**config.mk**
```make
export PLATFORM = sky130hd
export DESIGN_NAME = sram2axi_bridge_mp
export DESIGN_NICKNAME = d
export VERILOG_FILES = /design/src/rtl/sram2axi_bridge_mp_pkg.sv /design/src/rtl/sram2axi_bridge_mp_rr_arbiter.sv /design/src/rtl/sram2axi_bridge_mp.sv
export SDC_FILE = /design/constraint.sdc
export NUM_CORES = 1
export LEC_CHECK = 0
export ABC_CLOCK_PERIOD_IN_PS = 3100
export BUFFER_PORTS_ARGS = -buffer_cell sky130_fd_sc_hd__buf_2
export CAP_MARGIN = 20
export CORE_AREA = 2 2 164 166
export CTS_BUF_LIST = sky130_fd_sc_hd__clkbuf_16
export CTS_CLUSTER_SIZE = 24
export DETAILED_ROUTE_END_ITERATION = 12
export DIE_AREA = 0 0 166 168
export GPL_TIMING_DRIVEN = 0
export SETUP_SLACK_MARGIN = 0.1
export SYNTH_ARGS = -nofsm -noshare
export SYNTH_HDL_FRONTEND = slang
export SYNTH_HIERARCHICAL = 1
export SYNTH_SLANG_ARGS = --single-unit
export TNS_END_PERCENT = 20
```
**constraint.sdc**
```tcl
create_clock -name clk -period 3.1 [get_ports clk]
set_input_delay 0.62 -clock clk [delete_from_list [all_inputs] [get_ports clk]]
set_output_delay 0.62 -clock clk [all_outputs]
set_load 0.01 [all_outputs]
```
**src/rtl/sram2axi_bridge_mp_pkg.sv**
```systemverilog
// Shared AXI3 constants, write-channel state encoding and size helper for the
// multi-port SRAM-like to AXI bridge.
package sram2axi_pkg;

  localparam logic [1:0] AXI_BURST_INCR  = 2'b01;
  localparam logic [1:0] AXI_LOCK_NORMAL = 2'b00;
  localparam logic [3:0] AXI_CACHE_NONE  = 4'b0000;
  localparam logic [2:0] AXI_PROT_NONE   = 3'b000;

  typedef enum logic [1:0] {
    W_IDLE,
    W_SEND,
    W_RESP
  } wstate_e;

  function automatic logic [2:0] size_to_axsize(input logic [1:0] size);
    return {1'b0, size};
  endfunction

endpackage

```
**src/rtl/sram2axi_bridge_mp_rr_arbiter.sv**
```systemverilog
// Round-robin arbiter: grants the first requester at or after the pointer;
// the pointer moves to grant+1 whenever a grant is issued.
module rr_arbiter #(
  parameter int unsigned N = 2
) (
  input  logic         clk,
  input  logic         reset,
  input  logic [N-1:0] req_i,
  input  logic         en_i,
  output logic [N-1:0] gnt_o
);

  localparam int unsigned PW = (N > 1) ? $clog2(N) : 1;

  logic [PW-1:0] ptr_q, ptr_d;
  logic          found;

  // Two passes: indices at/above the pointer first, then the wrapped ones.
  always_comb begin
    gnt_o = '0;
    ptr_d = ptr_q;
    found = 1'b0;
    if (en_i) begin
      for (int unsigned i = 0; i < N; i++) begin
        if (!found && req_i[i] && (i >= 32'(ptr_q))) begin
          found    = 1'b1;
          gnt_o[i] = 1'b1;
          ptr_d    = (i == N - 1) ? '0 : PW'(i + 1);
        end
      end
      for (int unsigned i = 0; i < N; i++) begin
        if (!found && req_i[i] && (i < 32'(ptr_q))) begin
          found    = 1'b1;
          gnt_o[i] = 1'b1;
          ptr_d    = (i == N - 1) ? '0 : PW'(i + 1);
        end
      end
    end
  end

  always_ff @(posedge clk) begin
    if (reset) ptr_q <= '0;
    else       ptr_q <= ptr_d;
  end

endmodule

```
**src/rtl/sram2axi_bridge_mp.sv**
```systemverilog
// NPORT SRAM-like request ports onto one AXI3 master: tagged outstanding reads,
// a single in-flight write, and a read-after-write word-address hazard check.
module sram2axi_bridge_mp
  import sram2axi_pkg::*;
#(
  parameter int unsigned NPORT  = 2,
  parameter int unsigned ADDR_W = 32,
  parameter int unsigned DATA_W = 32,
  parameter int unsigned ID_W   = 4,
  parameter int unsigned MAX_RD = 2
) (
  input  logic                          clk,
  input  logic                          reset,
  input  logic [NPORT-1:0]              req_i,
  input  logic [NPORT-1:0]              wr_i,
  input  logic [NPORT-1:0][1:0]         size_i,
  input  logic [NPORT-1:0][3:0]         wstrb_i,
  input  logic [NPORT-1:0][ADDR_W-1:0]  addr_i,
  input  logic [NPORT-1:0][DATA_W-1:0]  wdata_i,
  output logic [NPORT-1:0]              addr_ok_o,
  output logic [NPORT-1:0]              data_ok_o,
  output logic [NPORT-1:0][DATA_W-1:0]  rdata_o,
  output logic [ID_W-1:0]               arid_o,
  output logic [ADDR_W-1:0]             araddr_o,
  output logic [7:0]                    arlen_o,
  output logic [2:0]                    arsize_o,
  output logic [1:0]                    arburst_o,
  output logic [1:0]                    arlock_o,
  output logic [3:0]                    arcache_o,
  output logic [2:0]                    arprot_o,
  output logic                          arvalid_o,
  input  logic                          arready_i,
  input  logic [ID_W-1:0]               rid_i,
  input  logic [DATA_W-1:0]             rdata_i,
  input  logic [1:0]                    rresp_i,
  input  logic                          rlast_i,
  input  logic                          rvalid_i,
  output logic                          rready_o,
  output logic [ID_W-1:0]               awid_o,
  output logic [ADDR_W-1:0]             awaddr_o,
  output logic [7:0]                    awlen_o,
  output logic [2:0]                    awsize_o,
  output logic [1:0]                    awburst_o,
  output logic [1:0]                    awlock_o,
  output logic [3:0]                    awcache_o,
  output logic [2:0]                    awprot_o,
  output logic                          awvalid_o,
  input  logic                          awready_i,
  output logic [ID_W-1:0]               wid_o,
  output logic [DATA_W-1:0]             wdata_o,
  output logic [3:0]                    wstrb_o,
  output logic                          wlast_o,
  output logic                          wvalid_o,
  input  logic                          wready_i,
  input  logic [ID_W-1:0]               bid_i,
  input  logic [1:0]                    bresp_i,
  input  logic                          bvalid_i,
  output logic                          bready_o
);

  localparam int unsigned CW = $clog2(MAX_RD + 1);

  logic [NPORT-1:0][CW-1:0] rd_cnt_q, rd_cnt_d;
  logic [NPORT-1:0]         rd_elig, wr_elig, rd_gnt, wr_gnt, r_hit, b_hit;
  logic                     ar_free, w_busy;

  wstate_e                  wst_q, wst_d;
  logic                     arvalid_q, arvalid_d;
  logic [ADDR_W-1:0]        araddr_q, araddr_d;
  logic [2:0]               arsize_q, arsize_d;
  logic [ID_W-1:0]          arid_q, arid_d;
  logic                     awvalid_q, awvalid_d, wvalid_q, wvalid_d;
  logic [ADDR_W-1:0]        awaddr_q, awaddr_d;
  logic [2:0]               awsize_q, awsize_d;
  logic [3:0]               wstrb_q, wstrb_d;
  logic [DATA_W-1:0]        wdata_q, wdata_d;
  logic [ID_W-1:0]          wid_q, wid_d;

  logic                     unused_ok;
  assign unused_ok = ^{rresp_i, rlast_i, bresp_i};

  assign ar_free = !arvalid_q || arready_i;
  assign w_busy  = (wst_q != W_IDLE);

  // Reads are held off for a port with its own write in flight and for any
  // read hitting the in-flight write's word, so per-port ordering holds.
  always_comb begin
    rd_elig = '0;
    wr_elig = '0;
    for (int unsigned p = 0; p < NPORT; p++) begin
      rd_elig[p] = req_i[p] && !wr_i[p] && (rd_cnt_q[p] < CW'(MAX_RD)) &&
                   !(w_busy && ((wid_q == ID_W'(p)) ||
                                (addr_i[p][ADDR_W-1:2] == awaddr_q[ADDR_W-1:2])));
      wr_elig[p] = req_i[p] && wr_i[p] && (rd_cnt_q[p] == '0);
    end
  end

  rr_arbiter #(.N(NPORT)) u_rd_arb (
    .clk   (clk),
    .reset (reset),
    .req_i (rd_elig),
    .en_i  (ar_free),
    .gnt_o (rd_gnt)
  );

  rr_arbiter #(.N(NPORT)) u_wr_arb (
    .clk   (clk),
    .reset (reset),
    .req_i (wr_elig),
    .en_i  (!w_busy),
    .gnt_o (wr_gnt)
  );

  always_comb begin
    r_hit    = '0;
    b_hit    = '0;
    rd_cnt_d = rd_cnt_q;
    rdata_o  = '0;
    for (int unsigned p = 0; p < NPORT; p++) begin
      r_hit[p]    = rvalid_i && (rid_i == ID_W'(p)) && (rd_cnt_q[p] != '0);
      b_hit[p]    = (wst_q == W_RESP) && bvalid_i && (bid_i == ID_W'(p));
      rd_cnt_d[p] = rd_cnt_q[p] + CW'(rd_gnt[p]) - CW'(r_hit[p]);
      rdata_o[p]  = rdata_i;
    end
  end

  assign addr_ok_o = rd_gnt | wr_gnt;
  assign data_ok_o = r_hit | b_hit;

  always_comb begin
    arvalid_d = arvalid_q && !arready_i;
    araddr_d  = araddr_q;
    arsize_d  = arsize_q;
    arid_d    = arid_q;
    for (int unsigned p = 0; p < NPORT; p++) begin
      if (rd_gnt[p]) begin
        arvalid_d = 1'b1;
        araddr_d  = addr_i[p];
        arsize_d  = size_to_axsize(size_i[p]);
        arid_d    = ID_W'(p);
      end
    end
  end

  always_comb begin
    wst_d     = wst_q;
    awvalid_d = awvalid_q;
    wvalid_d  = wvalid_q;
    awaddr_d  = awaddr_q;
    awsize_d  = awsize_q;
    wstrb_d   = wstrb_q;
    wdata_d   = wdata_q;
    wid_d     = wid_q;
    bready_o  = 1'b0;
    case (wst_q)
      W_IDLE: begin
        for (int unsigned p = 0; p < NPORT; p++) begin
          if (wr_gnt[p]) begin
            awaddr_d  = addr_i[p];
            awsize_d  = size_to_axsize(size_i[p]);
            wstrb_d   = wstrb_i[p];
            wdata_d   = wdata_i[p];
            wid_d     = ID_W'(p);
            awvalid_d = 1'b1;
            wvalid_d  = 1'b1;
            wst_d     = W_SEND;
          end
        end
      end
      W_SEND: begin
        awvalid_d = awvalid_q && !awready_i;
        wvalid_d  = wvalid_q && !wready_i;
        if (!awvalid_d && !wvalid_d) wst_d = W_RESP;
      end
      W_RESP: begin
        bready_o = 1'b1;
        if (bvalid_i) wst_d = W_IDLE;
      end
      default: wst_d = W_IDLE;
    endcase
  end

  always_ff @(posedge clk) begin
    if (reset) begin
      rd_cnt_q  <= '0;
      wst_q     <= W_IDLE;
      arvalid_q <= 1'b0;
      araddr_q  <= '0;
      arsize_q  <= '0;
      arid_q    <= '0;
      awvalid_q <= 1'b0;
      wvalid_q  <= 1'b0;
      awaddr_q  <= '0;
      awsize_q  <= '0;
      wstrb_q   <= '0;
      wdata_q   <= '0;
      wid_q     <= '0;
    end else begin
      rd_cnt_q  <= rd_cnt_d;
      wst_q     <= wst_d;
      arvalid_q <= arvalid_d;
      araddr_q  <= araddr_d;
      arsize_q  <= arsize_d;
      arid_q    <= arid_d;
      awvalid_q <= awvalid_d;
      wvalid_q  <= wvalid_d;
      awaddr_q  <= awaddr_d;
      awsize_q  <= awsize_d;
      wstrb_q   <= wstrb_d;
      wdata_q   <= wdata_d;
      wid_q     <= wid_d;
    end
  end

  assign arid_o    = arid_q;
  assign araddr_o  = araddr_q;
  assign arlen_o   = '0;
  assign arsize_o  = arsize_q;
  assign arburst_o = AXI_BURST_INCR;
  assign arlock_o  = AXI_LOCK_NORMAL;
  assign arcache_o = AXI_CACHE_NONE;
  assign arprot_o  = AXI_PROT_NONE;
  assign arvalid_o = arvalid_q;
  assign rready_o  = 1'b1;

  assign awid_o    = wid_q;
  assign awaddr_o  = awaddr_q;
  assign awlen_o   = '0;
  assign awsize_o  = awsize_q;
  assign awburst_o = AXI_BURST_INCR;
  assign awlock_o  = AXI_LOCK_NORMAL;
  assign awcache_o = AXI_CACHE_NONE;
  assign awprot_o  = AXI_PROT_NONE;
  assign awvalid_o = awvalid_q;
  assign wid_o     = wid_q;
  assign wdata_o   = wdata_q;
  assign wstrb_o   = wstrb_q;
  assign wlast_o   = 1'b1;
  assign wvalid_o  = wvalid_q;

endmodule

```
# --- Yosys cells after proc, flatten, opt, wreduce, memory -nomap -nowiden ---
# Cells that the tools add are included.
classes:
  add_sub_neg: 4
  n_reduce_logical: 67
  n_bitwise: 3
  muxes: 48
  order_cmp: 6
  n_eq_ne: 10
ops:
  columns: ["operator", "count"]
  rows:
  - ["32-bit 2-to-1 mux", 6]
  - ["30-bit equality test", 2]
  - ["1-bit logical AND", 31]
  - ["1-bit 2-to-1 mux", 25]
  - ["2-bit 2-to-1 mux", 8]
  - ["4-bit 2-to-1 mux", 4]
  - ["1-bit zero test", 14]
  - ["4-bit by 1-bit equality test with 1-bit output (second input constant)", 3]
  - ["4-bit zero test", 3]
  - ["2-bit nonzero test", 6]
  - ["2-bit AND reduction", 4]
  - ["2-bit zero test", 3]
  - ["3-bit 2-to-1 mux", 2]
  - ["2-bit one-hot mux with 3 select lines", 1]
  - ["3-bit nonzero test", 2]
  - ["2-bit by 1-bit adder with 2-bit output", 2]
  - ["2-bit < comparator (second input constant)", 2]
  - ["2-bit != test (second input constant)", 2]
  - ["2-bit OR", 2]
  - ["1-bit one-hot mux with 2 select lines", 2]
  - ["2-bit by 1-bit subtractor with 2-bit output", 2]
  - ["1-bit logical OR", 3]
  - ["3-bit != test (second input constant)", 1]
  - ["3-bit AND reduction", 1]
  - ["other kinds (5)", 7]
totals:
  reg_bits: 121
  output_inout_bits: 230
  inputBits: 196

# --- Logic depth before layout (Yosys ltp) ---
depth:
  word_depth: 19
  ltp_mapped: 16
  depth_no_buf: 14

# --- Cells and area by module ---
# The synthesis kept the hierarchy.
modules_own_cells:
  columns: ["mod", "area_each_um2", "n_inst", "seq_area_each_um2", "cells_per_inst"]
  rows:
  - ["sram2axi_bridge_mp", 7119.3, 1, 2302.2, 770]
  - ["rr_arbiter", 55.1, 2, 20.0, 8]

# --- Least setup slack after synthesis ---
# Ideal clock, no wire load.
synth_path:
  kind: "input to register"
  start: "input port addr_i[13] (netlist name)"
  end: "register rd_cnt_q[3] (netlist name)"
  arrival_time_ps: 2973
  setup_ps: 117
  path_stages: 15
  path_slack_ps: 10
  path_buffers: 2
  t_required_ps: 2983
  cell_sequence: "xor2_1 > nor4_1 > nand3_1 > nor4_1 > o21ai_1 > a21oi_1 > clkbuf_1 > clkbuf_1 > inv_1 > ha_1 > inv_1 > ha_1 > xor2_1 > xnor2_1 > nor2_1"
synth_via:
  elab_chain_cells: 14
synth_lines:
  columns: ["element", "line", "source"]
  rows:
  - ["start, declared", "sram2axi_bridge_mp.sv:18", "input logic [NPORT-1:0][ADDR_W-1:0] addr_i,"]
  - ["30-bit equality test", "sram2axi_bridge_mp.sv:93", "(addr_i[p][ADDR_W-1:2] == awaddr_q[ADDR_W-1:2])));"]
  - ["1-bit logical OR", "sram2axi_bridge_mp.sv:92", "!(w_busy && ((wid_q == ID_W'(p)) ||"]
  - ["1-bit logical AND", "sram2axi_bridge_mp.sv:92", null]
  - ["1-bit zero test", "sram2axi_bridge_mp.sv:92", null]
  - ["1-bit logical AND", "sram2axi_bridge_mp.sv:91", "rd_elig[p] = req_i[p] && !wr_i[p] && (rd_cnt_q[p] < CW'(MAX_RD)) &&"]
  - ["net rd_elig[0]", "sram2axi_bridge_mp.sv:64", "logic [NPORT-1:0] rd_elig, wr_elig, rd_gnt, wr_gnt, r_hit, b_hit;"]
  - ["1-bit logical AND", "sram2axi_bridge_mp_rr_arbiter.sv:25", "if (!found && req_i[i] && (i >= 32'(ptr_q))) begin"]
  - ["1-bit 2-to-1 mux", "sram2axi_bridge_mp_rr_arbiter.sv:25", null]
  - ["1-bit 2-to-1 mux", "sram2axi_bridge_mp_rr_arbiter.sv:23", "if (en_i) begin"]
  - ["1-bit zero test", "sram2axi_bridge_mp_rr_arbiter.sv:25", null]
  - ["1-bit logical AND", "sram2axi_bridge_mp_rr_arbiter.sv:25", null]
  - ["1-bit 2-to-1 mux", "sram2axi_bridge_mp_rr_arbiter.sv:25", null]
  - ["2-bit 2-to-1 mux", "sram2axi_bridge_mp_rr_arbiter.sv:23", null]
  - ["net rd_gnt[1]", "sram2axi_bridge_mp.sv:64", null]
  - ["2-bit by 1-bit adder with 2-bit output", "sram2axi_bridge_mp.sv:122", "rd_cnt_d[p] = rd_cnt_q[p] + CW'(rd_gnt[p]) - CW'(r_hit[p]);"]
  - ["2-bit by 1-bit subtractor with 2-bit output", "sram2axi_bridge_mp.sv:122", null]
  - ["end signal, assigned", "sram2axi_bridge_mp.sv:199", "rd_cnt_q <= rd_cnt_d;"]
  - ["end, declared", "sram2axi_bridge_mp.sv:63", "logic [NPORT-1:0][CW-1:0] rd_cnt_q, rd_cnt_d;"]
# The timed path passes the listed nets, and every way through them passes these cells. The select of a mux whose other input is x is not followed.
# A chain may end at the register's enable or synchronous reset.

# --- Worst setup path after layout ---
layout_path:
  start: "input port addr_i[43] (netlist name)"
  end: "output port addr_ok_o[0]"
layout_via:
  elab_chain_cells: 14
layout_lines:
  columns: ["element", "line", "source"]
  rows:
  - ["30-bit equality test", "sram2axi_bridge_mp.sv:93", null]
  - ["1-bit logical OR", "sram2axi_bridge_mp.sv:92", null]
  - ["1-bit logical AND", "sram2axi_bridge_mp.sv:92", null]
  - ["1-bit zero test", "sram2axi_bridge_mp.sv:92", null]
  - ["1-bit logical AND", "sram2axi_bridge_mp.sv:91", null]
  - ["net rd_elig[1]", "sram2axi_bridge_mp.sv:64", null]
  - ["1-bit logical AND", "sram2axi_bridge_mp_rr_arbiter.sv:25", null]
  - ["1-bit 2-to-1 mux", "sram2axi_bridge_mp_rr_arbiter.sv:25", null]
  - ["1-bit 2-to-1 mux", "sram2axi_bridge_mp_rr_arbiter.sv:23", null]
  - ["1-bit zero test", "sram2axi_bridge_mp_rr_arbiter.sv:32", "if (!found && req_i[i] && (i < 32'(ptr_q))) begin"]
  - ["1-bit logical AND (2 in a row)", "sram2axi_bridge_mp_rr_arbiter.sv:32", null]
  - ["1-bit 2-to-1 mux", "sram2axi_bridge_mp_rr_arbiter.sv:32", null]
  - ["2-bit 2-to-1 mux", "sram2axi_bridge_mp_rr_arbiter.sv:23", null]
  - ["net rd_gnt[0]", "sram2axi_bridge_mp.sv:64", null]
  - ["2-bit OR", "sram2axi_bridge_mp.sv:127", "assign addr_ok_o = rd_gnt | wr_gnt;"]
  - ["end, declared", "sram2axi_bridge_mp.sv:20", "output logic [NPORT-1:0] addr_ok_o,"]
# The timed path passes the listed nets, and every way through them passes these cells. The select of a mux whose other input is x is not followed.

==> run_results.csv <==
group,metric,value,unit
timing,skew,11.5,ps
placed_design,gp_congestion,0.841,
timing,hold_ws,411,ps
placed_design,hpwlAfterDp,21900,um
finish,fin_util,0.410,
setup_path,reg2reg_from,"awaddr_o[5]$_SDFFE_PP0P_",
detailed_routing,finalWirelength,28700,um
detailed_routing,wl_per_cell,18.3,um
power_and_ir_drop,p_clk_frac,0.292,
finish,final_layout_size_suffix_gt1_frac,0.543,
power_and_ir_drop,power_density,655,mW/mm^2
timing,max_freq,291,MHz
logic_synthesis,synth_edf_count,0,
clocking,cts_buffer_depth,2,
global_route,grt_pass1_wl,41700,um
logic_synthesis,yosysWarnings,6,
global_route,grt_util_met2,0.379,
global_route,grt_pass1_vias,6807,
floorplan,row_count,60,
detailed_routing,ant_nets,0,
floorplan,start_util,0.274,
detailed_routing,num_vias,6877,
power_and_ir_drop,leakage,5.10,nW
placed_design,post-place-ws,-1740,ps
logic_synthesis,syn_area_per_cell,9.20,sq um
status,outcome,"complete, but fails checks",
timing,worst_slack,-333,ps
timing,finalMaxSlewViolations,0,
flow_run,maxCapViolCount,0,
detailed_routing,drtIter0Drc,206,
power_and_ir_drop,power,7.08,mW
timing,finalHoldViolations,0,
global_route,globalRouteOverflowTotal,0,
finish,fin_area,0.0108,sq mm
global_route,grt_use_met3,0.0534,
clocking,clock_latency,410,ps
logic_synthesis,syn_area,0.00723,sq mm
clocking,cts.sinks,117,
clocking,cts_tree,"built",
detailed_routing,drc_errors,0,
logic_synthesis,syn_inst,786,
status,violations,"setup timing",
hold_path,min_to,"u_wr_arb/ptr_q$_SDFFE_PP0P_",
clocking,clk_pin_slew,60,ps
timing,finalSetupViolCount,4,
detailed_routing,firstDrtPassIters,4,
logic_synthesis,netlist-cell-type-count,43,
global_route,grt_max_degree,17,
power_and_ir_drop,p_switching,2.61,mW
floorplan,ios,426,
placed_design,placed_area,0.00953,sq mm
hold_path,hold_path_depth,2,
setup_path,end_kind,"output port",
setup_path,path_max_fanout,3,
setup_path,cp_data_required_time,2480,ps
power_and_ir_drop,sw_frac_of_total,0.368,
power_and_ir_drop,seqPwrFrac,0.297,
timing,maxSlewHeadroom,0.303,
setup_path,critical_path.startpoint_type,"primary input",
global_route,grt_usage,0.199,
logic_synthesis,ys_async_sr_fraction,0,
global_route,top_usage_layer,"met2",
setup_path,rr_worst_depth,18,
hold_path,min_from,"reset",
floorplan,fp.dieW,166,um
finish,layout_common_cells,"buf_2 (350), nor2_1 (149), buf_4 (129), mux2i_1 (103), dfxtp_1 (100)",
power_and_ir_drop,comb_power_share,0.412,
logic_synthesis,yosysSeqAreaShare,0.324,
floorplan,die_y,168,um
power_and_ir_drop,p_int,4.48,mW
clocking,root_buffer,"clkbuf_16",
setup_path,worstPathArrival,2810,ps
setup_path,r2r-end,"rd_cnt_q[3]$_SDFF_PP0_",
global_route,grtUsageMet1,0.221,
logic_synthesis,ys_seq_elements,117,
power_and_ir_drop,ir_drop,0.339,mV
finish,final_common_cell,"buf_2",
floorplan,coreArea,0.0264,sq mm
logic_synthesis,synthFlopType,"dfxtp_1",
finish,nets,1410,
placed_design,port_buffers,337,
timing,tightest_slew,1050,ps
detailed_routing,viasPerCell,4.39,
global_route,antenna_found_initial,2,
clocking,cts_buffers,17,
setup_path,crit_type,"primary input to output port",
timing,fin_crit,3430,ps
timing,rsz0062_at_grt,"true",
finish,syn_to_final_growth,49.5,%
hold_path,hold_class,"primary input to register",
clocking,htreeDepth,4,
clocking,postCtsHoldBufs,0,
timing,finalCritPeriodShare,1.11,
floorplan,die_area,0.0279,sq mm
setup_path,rrSetupSlack,-130,ps
[stage by stage]
| step | TNS, ps | std cells |
|---|---|---|
| floorplan | 0 | 835 |
| global placement | -49600 | 1513 |
| detailed placement | -50960 | 1513 |
| CTS | -1290 | 1558 |
| global route | -2640 | 1565 |
| finish | -867 | 1565 |
[cell usage after synthesis, types with 2 or more instances]
library cell / number / area (sq um)
nor2_1: 149 / 559
buf_4: 119 / 893
dfxtp_1: 117 / 2340
mux2i_1: 104 / 1040
a211oi_2: 69 / 863
a21oi_1: 44 / 220
xnor2_1: 32 / 280
xor2_1: 32 / 280
clkbuf_1: 18 / 67.6
buf_2: 17 / 85.1
buf_6: 9 / 101
nand2_1: 9 / 33.8
nand4_1: 9 / 56.3
nor4_1: 9 / 56.3
inv_1: 8 / 30.0
nor2b_1: 5 / 31.3
ha_1: 4 / 50.1
a211oi_1: 2 / 15.0
a311oi_1: 2 / 17.5
conb_1: 2 / 7.51
nor3_1: 2 / 10.0
nor3_2: 2 / 20.0
nor3b_1: 2 / 15.0
[layer usage]
layer / routed length (um) / part of all wire
met5: 0 / 0
met1: 11200 / 0.39
met3: 1910 / 0.067
met4: 308 / 0.011
met2: 15300 / 0.53
[logic make-up (layout without fill, tap and decap cells)]
group / count (synthesis) / after routing / synth area share
simple gates: 196 / 196 / 0.118
fa+ha+maj: 4 / 4 / 0.00692
compound gates: 126 / 126 / 0.163
other cells: 2 / 53 / 0.00104
flops: 117 / 117 / 0.324
buf+inv: 173 / 560 / 0.166
xor+xnor: 64 / 64 / 0.0775
mux: 104 / 104 / 0.144
[what timing repair did]
action,4_1_cts,5_1_grt
resized for setup,75,39
setup endpoints to repair,42,41
gates cloned,0,2
buffers inserted,15,4
pin swaps,19,20
[area by class of cell]
cell class / count / area (sq um)
Fill cell: 2708 / 15500
Clock inverter: 14 / 169
Antenna cell: 2 / 5.00
Tap cell: 341 / 427
Clock buffer: 17 / 425
Sequential cell: 117 / 2380
Timing Repair Buffer: 356 / 1930
Buffer: 165 / 1260
Inverter: 8 / 37.5
Multi-Input combinational cell: 545 / 4180
[power by group through the flow]
stage / clock network [mW] / registers (mW) / logic (mW)
after floorplan: 0 / 2.20 / 1.56
after global placement: 0 / 2.08 / 2.62
after detailed placement: 0 / 2.09 / 2.65
after CTS: 2.10 / 2.08 / 2.85
after global routing: 2.18 / 2.14 / 3.17
final: 2.07 / 2.10 / 2.92
[worst max-delay path by stage]
| stage | to | cells past startpoint | startpoint | slack, ps |
|---|---|---|---|---|
| 6_report | addr_ok_o[0] | 12 | addr_i[43] | -330 |
| 3_5_place_dp | rd_cnt_q[3]$_SDFF_PP0_ | 16 | addr_i[5] | -1740 |
| 5_1_grt | addr_ok_o[1] | 11 | awaddr_o[11]$_SDFFE_PP0P_ | -430 |
| 2_1_floorplan | rd_cnt_q[3]$_SDFF_PP0_ | 15 | addr_i[13] | 100 |
| 4_1_cts | addr_ok_o[1] | 11 | awaddr_o[5]$_SDFFE_PP0P_ | -390 |
| 3_3_place_gp | rd_cnt_q[3]$_SDFF_PP0_ | 16 | addr_i[5] | -1740 |
[flip-flops by register name (all words and copies together) (netlist names), 2 cells and up]
name,flops
araddr_o,32
rd_cnt_q,4
wstrb_o,4
arsize_o,2
wst_q,2
awaddr_o,32
wdata_o,32
awsize_o,2
[critical path: stages]
cell	delay, ps
buf_2	150
xnor2_4	220
nand4_1	170
nor4_4	340
nand4_1	270
a22o_1	310
buf_6	130
a21oi_2	140
buf_6	140
buf_12	110
or2_4	120
buf_6	90
Note: power is estimated with default switching activity, not from simulation.
